<file path="config.mk">
export PLATFORM = sky130hd
export DESIGN_NAME = vector_reg_file_param_flat
export DESIGN_NICKNAME = d
export VERILOG_FILES = /design/src/rtl/vector_reg_file_param_if.sv /design/src/rtl/vector_reg_file_param.sv /design/src/flat_wrapper.sv
export SDC_FILE = /design/constraint.sdc
export NUM_CORES = 2
export LEC_CHECK = 0
export CORE_UTILIZATION = 45
export DETAILED_ROUTE_END_ITERATION = 10
export PLACE_DENSITY = 0.68
export SLEW_MARGIN = 20
export SYNTH_ARGS = -nofsm -noshare
export SYNTH_HDL_FRONTEND = slang
export SYNTH_SLANG_ARGS = --single-unit
</file>
<file path="constraint.sdc">
create_clock -name clk -period 2.2 [get_ports clk]
set_input_delay 0.33 -clock clk [delete_from_list [all_inputs] [get_ports clk]]
set_output_delay 0.33 -clock clk [all_outputs]
set_load 0.02 [all_outputs]
</file>
<file path="src/rtl/vector_reg_file_param_if.sv">
// Operand/result bus between vector decode, the register file and ALU lanes.
// Carries read/write addressing, masked write data, clear handshake, status.
interface vector_reg_file_param_if #(
  parameter int ADDR_W = 3,
  parameter int VLEN   = 256,
  parameter int LANES  = 8
);
  logic              Vstart;
  logic [ADDR_W-1:0] VreadA;
  logic [ADDR_W-1:0] VreadB;
  logic              VwrEn;
  logic [ADDR_W-1:0] VwrAddr;
  logic [VLEN-1:0]   Vwrdata;
  logic [LANES-1:0]  VwrMask;
  logic              Vclear;
  logic [VLEN-1:0]   Va;
  logic [VLEN-1:0]   Vb;
  logic              Vbusy;
  logic              Vdone;
  logic              VparErr;

  modport master (
    output Vstart, VreadA, VreadB, VwrEn, VwrAddr,
    output Vwrdata, VwrMask, Vclear,
    input  Va, Vb, Vbusy, Vdone, VparErr
  );

  modport slave (
    input  Vstart, VreadA, VreadB, VwrEn, VwrAddr,
    input  Vwrdata, VwrMask, Vclear,
    output Va, Vb, Vbusy, Vdone, VparErr
  );
endinterface

</file>
<file path="src/rtl/vector_reg_file_param.sv">
// Parametrised vector register file: masked writes, bypass, bulk clear.
// Optional per-lane parity storage/check under macro VRF_PARITY_EN.
module vector_reg_file_param #(
  parameter int NUM_REGS = 8,
  parameter int VLEN     = 256,
  parameter int LANE_W   = 32,
  parameter int BYPASS   = 1
) (
  input  logic                    clk,
  input  logic                    Vreset,
  vector_reg_file_param_if.slave  bus
);
  localparam int LANES  = VLEN / LANE_W;
  localparam int ADDR_W = $clog2(NUM_REGS);
  localparam logic [ADDR_W-1:0] LAST = ADDR_W'(NUM_REGS - 1);

  typedef enum logic {IDLE, CLEAR} state_e;

  state_e            state_q, state_d;
  logic [ADDR_W-1:0] cnt_q, cnt_d;
  logic              done_q, done_d;
  logic              wr_acc;
  logic              byp_a, byp_b;
  logic [VLEN-1:0]   mem_q [NUM_REGS];
  logic [VLEN-1:0]   va_q, va_d;
  logic [VLEN-1:0]   vb_q, vb_d;
  logic [VLEN-1:0]   merged;

  always_comb begin
    merged = mem_q[bus.VwrAddr];
    for (int l = 0; l < LANES; l++) begin
      if (bus.VwrMask[l])
        merged[l*LANE_W +: LANE_W] = bus.Vwrdata[l*LANE_W +: LANE_W];
    end
  end

  always_comb begin
    state_d = state_q;
    cnt_d   = cnt_q;
    done_d  = 1'b0;
    wr_acc  = 1'b0;
    unique case (state_q)
      IDLE: begin
        if (bus.Vclear) begin
          state_d = CLEAR;
          cnt_d   = '0;
        end else if (bus.VwrEn && bus.Vstart) begin
          wr_acc = 1'b1;
          done_d = 1'b1;
        end
      end
      CLEAR: begin
        if (cnt_q == LAST) begin
          state_d = IDLE;
          done_d  = 1'b1;
        end else begin
          cnt_d = cnt_q + ADDR_W'(1);
        end
      end
    endcase
  end

  assign byp_a = (BYPASS != 0) && wr_acc && (bus.VreadA == bus.VwrAddr);
  assign byp_b = (BYPASS != 0) && wr_acc && (bus.VreadB == bus.VwrAddr);

  always_comb begin
    va_d = va_q;
    vb_d = vb_q;
    if (state_q == IDLE) begin
      va_d = byp_a ? merged : mem_q[bus.VreadA];
      vb_d = byp_b ? merged : mem_q[bus.VreadB];
    end
  end

  always_ff @(posedge clk or negedge Vreset) begin
    if (!Vreset) begin
      state_q <= IDLE;
      cnt_q   <= '0;
      done_q  <= 1'b0;
      va_q    <= '0;
      vb_q    <= '0;
    end else begin
      state_q <= state_d;
      cnt_q   <= cnt_d;
      done_q  <= done_d;
      va_q    <= va_d;
      vb_q    <= vb_d;
    end
  end

  always_ff @(posedge clk or negedge Vreset) begin
    if (!Vreset) begin
      for (int r = 0; r < NUM_REGS; r++) mem_q[r] <= '0;
    end else if (wr_acc) begin
      mem_q[bus.VwrAddr] <= merged;
    end else if (state_q == CLEAR) begin
      mem_q[cnt_q] <= '0;
    end
  end

  assign bus.Va    = va_q;
  assign bus.Vb    = vb_q;
  assign bus.Vbusy = (state_q == CLEAR);
  assign bus.Vdone = done_q;

`ifdef VRF_PARITY_EN
  logic [LANES-1:0] par_q [NUM_REGS];
  logic [LANES-1:0] par_new;
  logic             err_q, err_d;

  function automatic logic [LANES-1:0] lane_par(input logic [VLEN-1:0] d);
    logic [LANES-1:0] p;
    for (int l = 0; l < LANES; l++) p[l] = ^d[l*LANE_W +: LANE_W];
    return p;
  endfunction

  // Unmasked lanes keep their stored bit so latent corruption stays visible.
  always_comb begin
    par_new = par_q[bus.VwrAddr];
    for (int l = 0; l < LANES; l++) begin
      if (bus.VwrMask[l])
        par_new[l] = ^bus.Vwrdata[l*LANE_W +: LANE_W];
    end
  end

  always_comb begin
    err_d = err_q;
    if (state_q == IDLE) begin
      err_d = (!byp_a &&
               |(lane_par(mem_q[bus.VreadA]) ^ par_q[bus.VreadA])) ||
              (!byp_b &&
               |(lane_par(mem_q[bus.VreadB]) ^ par_q[bus.VreadB]));
    end
  end

  always_ff @(posedge clk or negedge Vreset) begin
    if (!Vreset) begin
      for (int r = 0; r < NUM_REGS; r++) par_q[r] <= '0;
      err_q <= 1'b0;
    end else begin
      err_q <= err_d;
      if (wr_acc) par_q[bus.VwrAddr] <= par_new;
      else if (state_q == CLEAR) par_q[cnt_q] <= '0;
    end
  end

  assign bus.VparErr = err_q;
`else
  assign bus.VparErr = 1'b0;
`endif
endmodule

</file>
<file path="src/flat_wrapper.sv">
// flat-port wrapper written by rule: the top's interface ports become plain ports
module vector_reg_file_param_flat 
#(
  parameter int NUM_REGS = 8,
  parameter int VLEN     = 256,
  parameter int LANE_W   = 32,
  parameter int BYPASS   = 1
)
  (clk, Vreset, bus_Vstart, bus_VreadA, bus_VreadB, bus_VwrEn, bus_VwrAddr, bus_Vwrdata, bus_VwrMask, bus_Vclear, bus_Va, bus_Vb, bus_Vbusy, bus_Vdone, bus_VparErr);
  vector_reg_file_param_if #(.ADDR_W((3)), .VLEN(VLEN), .LANES((VLEN / LANE_W))) bus_i ();
  input  logic clk;
  input  logic Vreset;
  input wire logic [$bits(bus_i.Vstart)-1:0] bus_Vstart;
  input wire logic [$bits(bus_i.VreadA)-1:0] bus_VreadA;
  input wire logic [$bits(bus_i.VreadB)-1:0] bus_VreadB;
  input wire logic [$bits(bus_i.VwrEn)-1:0] bus_VwrEn;
  input wire logic [$bits(bus_i.VwrAddr)-1:0] bus_VwrAddr;
  input wire logic [$bits(bus_i.Vwrdata)-1:0] bus_Vwrdata;
  input wire logic [$bits(bus_i.VwrMask)-1:0] bus_VwrMask;
  input wire logic [$bits(bus_i.Vclear)-1:0] bus_Vclear;
  output wire logic [$bits(bus_i.Va)-1:0] bus_Va;
  output wire logic [$bits(bus_i.Vb)-1:0] bus_Vb;
  output wire logic [$bits(bus_i.Vbusy)-1:0] bus_Vbusy;
  output wire logic [$bits(bus_i.Vdone)-1:0] bus_Vdone;
  output wire logic [$bits(bus_i.VparErr)-1:0] bus_VparErr;
  assign bus_i.Vstart = bus_Vstart;
  assign bus_i.VreadA = bus_VreadA;
  assign bus_i.VreadB = bus_VreadB;
  assign bus_i.VwrEn = bus_VwrEn;
  assign bus_i.VwrAddr = bus_VwrAddr;
  assign bus_i.Vwrdata = bus_Vwrdata;
  assign bus_i.VwrMask = bus_VwrMask;
  assign bus_i.Vclear = bus_Vclear;
  assign bus_Va = bus_i.Va;
  assign bus_Vb = bus_i.Vb;
  assign bus_Vbusy = bus_i.Vbusy;
  assign bus_Vdone = bus_i.Vdone;
  assign bus_VparErr = bus_i.VparErr;
  vector_reg_file_param #(.NUM_REGS(NUM_REGS), .VLEN(VLEN), .LANE_W(LANE_W), .BYPASS(BYPASS)) u_core (.clk(clk), .Vreset(Vreset), .bus(bus_i));
endmodule
</file>
==> results.md <==
- Initial antenna violation count: 22
- Share of cells above drive strength 1: 0.2648
- Async SR Flop Fraction: 1.000
- Multi-input logic area: 71750 sq um
- Max incr delay on CP: 0.56 ns
- DRC violations left: 0
- Remaining Overflow, GRT: 0
- Clock Latency Late Sink: 0.95 ns
- Share of the synthesized area in the top cell type: 0.4526
- CP arrival: 3.30 ns
- Core Rows: 205
- Worst-path clk slew: 0.06 ns
- EDFF count, synth: 0
- Chip Width: 563.4 um
- Die H: 563.4 um
- Synth Register Bits: 2565
- Vias: 120100
- GP Congestion: 0.9241
- Crit Path Class: reg -> reg
- RSZ-0062 raised after global routing: yes
- Count leader, synth: dfrtp_1
- Routed vias/inst: 7.385
- Final hold vios: 0
- Area grow syn2layout: 26.44%
- Final WL: 595100 um
- Area share of fa/ha/maj cells after synthesis: 0.0001764
- Skew final: 0.06134 ns
- Hpwl dp: 375400 um
- Failing checks: negative setup slack
- Top post-synthesis cells by count: dfrtp_1 (2565), a22o_1 (2032), mux2i_1 (1533)
- Post-Syn Instances: 10780
- Routed WL per cell: 36.60 um
- H-Tree Level Count: 5
- Crit-path cells: nand4bb_4, buf_12, buf_4, nor3_4, a31oi_4, buf_12, buf_12, buf_12, a22o_1
- Post-synth design cell area: 141800 sq um
- Post-synthesis mux area share: 0.2712
- Delay-heaviest family, CP: buffers and inverters
- Crit path max fanout: 21
- Max clock buf depth: 4
- Initial cell density of the core: 0.4536
- P per Cell Area: 892.2 nW/um^2
- Synth Warn #: 0
- Post-Layout Cell Count: 16260
- DR pass1 iterations: 9
- Final net count: 12150
- Setup Viol. Count Final: 2950
- Total core area: 312700 sq um
- Worst path bufs/invs: 5
- Seq/Total Area, Yosys: 0.4526
- WHS: 0.06311 ns
- Vias in the first global route: 120300
- CTS root buffer: clkbuf_16
- Initial DRC Count: 17910
- Crit path top cell by count: buf_12
- Final period util: 1.139
- Placed insts: 15570
- Largest net degree at the start of global routing: 122
- CP required: 3.00 ns
- TritonCTS clock tree: done
- Avg Inst Size Synth: 13.16 sq um
- Compound-Gate Fraction of Synth Area: 0.2029
- Library cells used by synthesis: 44
- Startpoint Class: flop
- Fin. max-slew vios: 0
- Cell area after layout: 179300 sq um
- Post-synthesis simple-gate area fraction: 0.02651
- Worst Tran Pin Value: 0.8135 ns
- Post-synth top area cell: dfrtp_1
- Fmax: 0.3990 GHz
- Reg area: 64210 sq um
- Worst setup margin: -0.3061 ns
- Max-capacitance violation count: 0
- I/O Buffers: 791
- Crit path time final: 2.506 ns
- Post-Synth XOR/XNOR Area: 0.0006176
- Pleak: 0.07940 uW
- Pwr Total: 160000 uW
- Syn nets: 11060
- Main synth FF type: dfrtp_1
- Dominant cells by area after synthesis: dfrtp_1 (45%), mux4_2 (16%), a22o_1 (13%)
- Number of buffers created by CTS: 289
- Largest family of logic cells by synthesized area: multiplexers
- Worst path slowest cell: dfrtp_4
- Hold Crit Class: in -> async
- Post-route ant nets: 0
- Fillers: 24200
- CTS Sinks: 2565
- Max-slew headroom: 0.4577
- Worst setup EP type: flop
- Gr usage total: 0.3569
- Status: complete, but fails checks
- Die Area: 317400 sq um
- # IOs: 793
- Post-placement cell area: 165400 sq um
- Wire length of the first global-routing pass: 842100 um
- Maximum VDD drop: 0.0008045 V
-- report_power, final --
group / switching (uW) / leakage [uW] / total (uW) / internal, uW
Clock: 21700 / 0.00489 / 51500 / 29800
Sequential: 5560 / 0.0355 / 57100 / 51500
Combinational: 29700 / 0.0390 / 51400 / 21700
-- per-stage QoR --
step | setup WS (ns) | util | setup TNS [ns]
finish | -0.3061 | 0.5735 | -385.48
global route | -0.3133 | 0.5734 | -450.54
CTS | -0.2867 | 0.5640 | -441.44
detailed placement | -0.8037 | 0.5290 | -1276.48
global placement | -0.7826 | 0.5290 | -1237.81
floorplan | -0.01255 | - | -0.6393
-- sequential cells by signal, indices dropped and copies added (netlist names) --
register	count
u_core.bus.Vbusy	1
u_core.bus.Vdone	1
u_core.cnt_q	3
u_core.bus.Vb	256
u_core.bus.Va	256
u_core.mem_q	2048
-- repair_timing --
item	in CTS	in global routing
hold buffers	2	0
gates cloned	14	61
hold endpoints to repair	1306	0
gates resized for setup	118	236
setup endpoints to repair	3045	3018
buffers inserted	22	54
pin swaps	7	88
-- final timing paths --
path	from	end	slack, ns	cells after the start
max	u_core.bus.Vbusy$_DFF_PN0_	u_core.mem_q[346]$_DFFE_PN0P_	-0.31	9
min in group clk	bus_VwrMask[7]	u_core.bus.Vb[228]$_DFFE_PN0N_	0.11	3
max in group asynchronous	Vreset	u_core.mem_q[1113]$_DFFE_PN0P_	0.91	3
max reg2reg	u_core.bus.Vbusy$_DFF_PN0_	u_core.mem_q[346]$_DFFE_PN0P_	-0.31	9
min reg2reg	u_core.bus.Vb[212]$_DFFE_PN0N_	u_core.bus.Vb[212]$_DFFE_PN0N_	0.52	1
min	Vreset	u_core.mem_q[1546]$_DFFE_PN0P_	0.06	2
-- kinds of logic (layout without fill, tap and decap cells) --
logic type / count (synthesis) / count (layout)
flip-flops: 2565 / 2565
adder cells (fa/ha/maj): 2 / 2
buffers and inverters: 1472 / 2799
other: 1 / 17
AO/OA/AOI/OAI: 3348 / 3348
AND/OR/NAND/NOR: 818 / 818
multiplexers: 2562 / 2562
XOR/XNOR: 10 / 10
-- cell usage in the layout, fill, tap and decap left out, drive strengths merged, types with 16 or more instances in the layout --
master and instances:
bufinv 27, nor3 198, mux2i 1533, a221o 377
nor2 303, dlygate4sd2 44, o22ai 401, nand2b 147
clkbuf 457, mux4 1024, inv 25, a22o 2032
o221a 130, clkinv 72, nand2 156, o21ai 130
o31a 143, diode 16, o32a 111, dlymetal6s2s 32
clkdlybuf4s50 697, dfrtp 2565, buf 1430
-- final cells by class --
type                    count  area share
well taps                4140     0.02889
clock inverters           127    0.009552
multi-input cells        6741      0.4001
repair buffers           2263      0.1568
inverters                  10   0.0002372
flip-flops and latches   2565      0.3581
clock buffers             399     0.04612
diodes                     16   0.0002233
-- layer usage --
layer  wire [um]  vias up  track usage
met5          77        -            0
met4       41330       12       0.2235
met3       74410     2206      0.09826
met2      263500     9924       0.5319
met1      215800    61990       0.4617
li1            -    45960            -
Note: power is estimated with default switching activity, not from simulation.
